`src/rtl/dmem_port_arbiter.sv`:
```
// Shares the single-port data memory between the CPU access stage and a debug/loader master.
// CPU wins contention until the debug port has lost MAX_WAIT cycles in a row.
module dmem_port_arbiter #(
   parameter int unsigned ADDR_W   = 15,
   parameter int unsigned MAX_WAIT = 4
) (
   input  logic              clk,
   input  logic              reset,

   input  logic              cpu_req,
   input  logic              cpu_we,
   input  logic [ADDR_W-1:0] cpu_addr,
   input  logic [31:0]       cpu_wdata,
   input  logic [3:0]        cpu_be,
   output logic              cpu_gnt,
   output logic              cpu_rvalid,
   output logic [31:0]       cpu_rdata,

   input  logic              dbg_req,
   input  logic              dbg_we,
   input  logic [ADDR_W-1:0] dbg_addr,
   input  logic [31:0]       dbg_wdata,
   input  logic [3:0]        dbg_be,
   output logic              dbg_gnt,
   output logic              dbg_rvalid,
   output logic [31:0]       dbg_rdata,

   output logic              mem_en,
   output logic [3:0]        mem_we,
   output logic [ADDR_W-1:0] mem_addr,
   output logic [31:0]       mem_wdata,
   input  logic [31:0]       mem_rdata
);

   localparam int unsigned     WcntW   = $clog2(MAX_WAIT + 1);
   localparam logic [WcntW-1:0] WcntMax = WcntW'(MAX_WAIT);

   logic [WcntW-1:0] wcnt_q, wcnt_d;
   logic             rd_pend_q, rd_pend_d;
   logic             rd_owner_q, rd_owner_d;
   logic             cpu_win, dbg_win, sel_we;

   // Grant decision: debug wins when uncontended or once it has waited out the CPU.
   always_comb begin
      dbg_win = ~reset & dbg_req & (~cpu_req | (wcnt_q == WcntMax));
      cpu_win = ~reset & cpu_req & ~dbg_win;
   end

   always_comb begin
      mem_en    = cpu_win | dbg_win;
      mem_we    = 4'b0000;
      mem_addr  = '0;
      mem_wdata = '0;
      sel_we    = 1'b0;
      if (dbg_win) begin
         sel_we    = dbg_we;
         mem_we    = dbg_we ? dbg_be : 4'b0000;
         mem_addr  = dbg_addr;
         mem_wdata = dbg_wdata;
      end else if (cpu_win) begin
         sel_we    = cpu_we;
         mem_we    = cpu_we ? cpu_be : 4'b0000;
         mem_addr  = cpu_addr;
         mem_wdata = cpu_wdata;
      end
   end

   always_comb begin
      wcnt_d     = '0;
      rd_pend_d  = mem_en & ~sel_we;
      rd_owner_d = dbg_win & ~sel_we;
      // Counts consecutive cycles the debug port lost to the CPU; any other cycle restarts it.
      if (cpu_req & dbg_req & ~dbg_win) begin
         wcnt_d = wcnt_q + WcntW'(1);
      end
   end

   always_ff @(posedge clk or posedge reset) begin
      if (reset) begin
         wcnt_q     <= '0;
         rd_pend_q  <= 1'b0;
         rd_owner_q <= 1'b0;
      end else begin
         wcnt_q     <= wcnt_d;
         rd_pend_q  <= rd_pend_d;
         rd_owner_q <= rd_owner_d;
      end
   end

   always_comb begin
      cpu_gnt    = cpu_win;
      dbg_gnt    = dbg_win;
      cpu_rvalid = ~reset & rd_pend_q & ~rd_owner_q;
      dbg_rvalid = ~reset & rd_pend_q & rd_owner_q;
      cpu_rdata  = cpu_rvalid ? mem_rdata : 32'h0;
      dbg_rdata  = dbg_rvalid ? mem_rdata : 32'h0;
   end

endmodule

```
`config.mk`:
```
export PLATFORM = sky130hd
export DESIGN_NAME = dmem_port_arbiter
export DESIGN_NICKNAME = d
export VERILOG_FILES = /design/src/rtl/dmem_port_arbiter.sv
export SDC_FILE = /design/constraint.sdc
export NUM_CORES = 1
export LEC_CHECK = 0
export BUFFER_PORTS_ARGS = -buffer_cell sky130_fd_sc_hd__buf_2
export CAP_MARGIN = 10
export CORE_AREA = 2 2 100 102
export DETAILED_ROUTE_END_ITERATION = 10
export DIE_AREA = 0 0 102 104
export PLACE_DENSITY_LB_ADDON = 0.25
export SYNTH_ARGS = -nofsm -noshare
export SYNTH_HDL_FRONTEND = slang
export SYNTH_SLANG_ARGS = --single-unit
```
`constraint.sdc`:
```
create_clock -name clk -period 2.83 [get_ports clk]
set_input_delay 0.1415 -clock clk [delete_from_list [all_inputs] [get_ports clk]]
set_output_delay 0.1415 -clock clk [all_outputs]
set_load 0.02 [all_outputs]
```
# Word-level counts from Yosys, hierarchy flattened
# Index checks and enable logic that the tools add are counted.
[classes]
n_bitwise = 18
n_addsub = 1
mux = 13
eq_ne = 1
[op_table]
columns = ["operator", "n"]
rows = [
  ["$mux 32", 4],
  ["$mux 15", 2],
  ["$mux 4", 4],
  ["$and 1x1->1", 11],
  ["$not 1->1", 5],
  ["$add 3x1->3 const B", 1],
  ["$eq 3x3->1 const B", 1],
  ["$mux 3", 1],
  ["$mux 1", 2],
  ["$or 1x1->1", 2],
]
[word_totals]
in_bits = 140
regBits = 5
out_inout_bits = 120
wordCells = 36

# Depth between registers and ports, before layout
[depth]
word_depth = 9
depth_mapped = 6
depth_no_buf = 5

# Worst setup path after synthesis
# OpenSTA, ideal clock, no wires.
[synth_timing]
path_kind = "register to output"
start = "register wcnt_q[0]"
end = "output mem_addr[10]"
stages_incl_launch_ff = 7
arrival_ps = 1530
n_path_buf = 1
path_slack_ps = 1159
t_required_ps = 2689
path_cell_list = "dfrtp_1 -> inv_1 -> ha_1 -> nand2_1 -> a21oi_4 -> buf_2 -> a22o_1"
[synth_via]
elab_chain_cells = 7
[synth_rtl]
columns = ["element", "line_no", "text"]
rows = [
  ["from (decl)", "38", "logic [WcntW-1:0] wcnt_q, wcnt_d;"],
  ["from (signal assigned)", "84", "wcnt_q <= wcnt_d;"],
  ["$eq 3x3->1 (*)", "45", "dbg_win = ~reset & dbg_req & (~cpu_req | (wcnt_q == WcntMax));"],
  ["$or 1x1->1 (*)", "45", ""],
  ["$and 1x1->1 (*)", "45", ""],
  ["named net dbg_gnt", "24", "output logic dbg_gnt,"],
  ["$not 1->1", "46", "cpu_win = ~reset & cpu_req & ~dbg_win;"],
  ["$and 1x1->1", "46", ""],
  ["$mux 15", "60", "end else if (cpu_win) begin"],
  ["$mux 15 (*)", "55", "if (dbg_win) begin"],
  ["to (decl)", "30", "output logic [ADDR_W-1:0] mem_addr,"],
]
# The timed path passes the listed nets; every way through them passes the cells marked *.

# Final worst setup path
[layout_timing]
start = "input reset"
end = "output dbg_rdata[18]"
[layout_via]
elab_chain_cells = 4
[layout_rtl]
columns = ["element", "line_no", "text"]
rows = [
  ["from (decl)", "8", "input logic reset,"],
  ["$not 1->1", "94", "dbg_rvalid = ~reset & rd_pend_q & rd_owner_q;"],
  ["$and 1x1->1 (2 in a row)", "94", ""],
  ["$mux 32", "96", "dbg_rdata = dbg_rvalid ? mem_rdata : 32'h0;"],
  ["to (decl)", "26", "output logic [31:0] dbg_rdata,"],
]
# No other way between the ends.

==> results.cfg <==
[status]
status = complete, no violations

[cells_and_area]
syn_to_final_growth_pct = 117.6
drive_above_1_share_pct = 65.46
n_antenna_cell = 0
design_area_sq_um = 2718
nNetsFinal = 557

[setup_path]
end_kind = output pin
cp_max_fo = 33
r2r-end = rd_pend_q$_DFF_PP0_
critPathSlowestCell = and3_1
crit_family = buffers and inverters
rrSetupSlack_ns = 1.18
crit_chain = dlygate4sd3_1 -> buf_2 -> inv_2 -> and3_1 -> and2_1 -> buf_2
critPathKind = in -> out
start_kind = input port
cp.arrival_ns = 2.19
rr_worst_depth = 6
crit_top_cell = buf_2
slowest_delay_ns = 0.73
cp.buffers_inverters = 4
cp_data_required_time_ns = 2.69
r2r_start = wcnt_q[0]$_DFF_PP0_

[sta]
relSlewSlack_pct = 44.27
fin_skew_ns = 0.005384
setup_viol = 0
fin_setup_tns_ns = 0
finalCriticalPeriod_ns = 2.333
fin_crit_sh_pct = 82.45
report.final.slew_viol_count = 0
grt_setup_unrepaired = false
timing.fmax_mhz = 428.6
hold_viol_final = 0
tightest_slew_ns = 0.8360

[cts]
cts.htree.levels = 1
cts_root_buf = clkbuf_8
clock-sinks = 5
cts-resized-gates = 0
clk_latency_ns = 0.23
cts_buffers = 3
cts_tree = built
cts.path.max_buffers = 2
cts_setup_buffers = 0
clk_pin_slew_ns = 0.03

[global_route]
grt_util_all_layers_pct = 12.47
grt.overflow.total = 0
grt_pass1_vias = 2154
grt_start_max_net_pins = 49
grt_pass1_wl_microns = 10470
antenna_found_initial = 0

[worst_hold_path]
min-delay-start = dbg_we
min_path_cells = 2
hold_end = rd_owner_q$_DFF_PP0_
hp-class = in -> reg

[power]
vdd_drop_max_v = 0.00007678
power.share.sequential_pct = 13.4
power_density_nw_per_um2 = 208.8
switching_power_uw = 235.9
clkPwrFrac_pct = 24.1
comb_power_share_pct = 62.5
swShare_pct = 41.58
p_int_uw = 331.5
leakagePower_nw = 1.739

[placement]
routabilityCongestion = 0.8103
placed_cell_area_sq_um = 2663
hpwl_microns = 6445
portBuffers = 259

[drt]
vias = 2251
drcViolationCount = 0
drt_iter0_markers = 52
viasPerCell = 4.115
antenna_left = 0
dr.pass1.iters = 4
avgRoutedWirePerCell_microns = 13.48
wl_microns = 7372

[die]
fp.dieH_microns = 104
initial_core_util_pct = 13.08
core_area_sq_um = 9549
dieArea_sq_um = 10610
rows = 36
pin_count = 260
dieWidth_microns = 102

[run]
max-cap-violations = 0

[synthesis]
synth_top_area_share_pct = 32.97
yosysSeqAreaShare_pct = 10.02
synth_area_leader_cell = a22o_1
ys_warn_count = 0
synth_seq_cells = 5
syn_nets = 304
synthDistinctLibCells = 25
synthCells = 162
syn_area_sq_um = 1249
ys_top_cells_by_area = a22o_1 33%, and2_1 32%, dfrtp_1 10%
avgSynthCellArea_sq_um = 7.708
==> power groups by stage <==
stage	Sequential (mW)	Combinational (mW)	Clock, mW
6_report	0.0762	0.354	0.137
3_3_place_gp	0.0770	0.355	0
5_1_grt	0.0765	0.385	0.145
2_1_floorplan	0.0768	0.179	0
3_5_place_dp	0.0772	0.358	0
4_1_cts	0.0762	0.360	0.141
==> Yosys cell counts <==
cell type / number
a31oi_2: 1
a22o_1: 47
buf_6: 2
nor3_1: 1
nor3b_2: 1
inv_2: 1
nor2b_1: 1
nor3b_1: 1
nor2_1: 3
a21oi_4: 1
and2_1: 64
inv_1: 4
a2111oi_1: 1
and3_1: 1
buf_2: 7
a211o_1: 1
nand2_1: 3
dfrtp_1: 5
ha_1: 2
nand2b_1: 2
a32o_1: 4
clkbuf_1: 6
a21oi_1: 1
buf_4: 1
a311oi_2: 1
==> how the worst max path moves through the flow <==
stage | depth (start not counted) | slack [ns] | startpoint | to
floorplan | 6 | 1.16 | wcnt_q[0]$_DFF_PP0_ | mem_addr[10]
global placement | 6 | 0.98 | wcnt_q[0]$_DFF_PP0_ | mem_wdata[31]
detailed placement | 7 | 0.95 | wcnt_q[0]$_DFF_PP0_ | mem_wdata[1]
CTS | 6 | 0.42 | reset | dbg_rdata[18]
global route | 6 | 0.36 | reset | dbg_rdata[18]
finish | 6 | 0.50 | reset | dbg_rdata[18]
==> kinds of logic after synthesis <==
| logic type | synth area share (%) |
|---|---|
| buf+inv | 8.516 |
| flops | 10.02 |
| fa+ha+maj | 2.004 |
| simple gates | 37.88 |
| compound gates | 41.58 |
==> cell usage in the layout, fill, tap and decap left out, drive strengths merged, types with 2 or more instances in the layout <==
cell type	n
nor3b	2
inv	5
a22o	47
and2	64
clkbuf	4
nand2b	2
nand2	3
a32o	4
a21oi	2
buf	263
dfrtp	5
nor2	3
ha	2
==> through the flow <==
stage | power [mW] | setup WS [ns] | hold slack, ns | std cells | utilization [%]
floorplan | 0.2553 | 1.159 | -0.09990 | 162 | -
global placement | 0.4318 | 0.9789 | 0.09867 | 542 | 27.88
detailed placement | 0.4353 | 0.9458 | 0.1042 | 542 | 27.88
CTS | 0.5772 | 0.4174 | 0.1720 | 547 | 28.46
global route | 0.6064 | 0.3623 | 0.1839 | 547 | 28.46
finish | 0.5674 | 0.4967 | 0.1690 | 547 | 28.46
==> area by class of cell <==
| type | count | area [sq um] |
|---|---|---|
| Inverter | 5 | 18.77 |
| Sequential cell | 5 | 125.1 |
| Multi-Input combinational cell | 136 | 1026 |
| Timing Repair Buffer | 264 | 1336 |
| Clock buffer | 4 | 45.04 |
| Tap cell | 133 | 166.4 |
| Fill cell | 1087 | 6832 |
==> state kept, by name, summed over array words and instances, names as in the netlist <==
register    flops
wcnt_q          3
rd_owner_q      1
rd_pend_q       1
==> metal layers <==
metal  part of all wire (%)  wire (microns)  track usage (%)  vias to the layer above
li1                       -               -                -                     1093
met1                     36            2648            12.06                      996
met2                     53            3889            25.85                      157
met3                     11             777            2.621                        5
met4                   0.77              57            2.571                        0
met5                      0               0                0                        -
==> repair_timing <==
item / 4_1_cts / 5_1_grt
hold endpoints to repair: 5 / 0
hold buffers: 1 / 0
endpoints found under the setup margin: 0 / 0
Note: power is estimated with default switching activity, not from simulation.
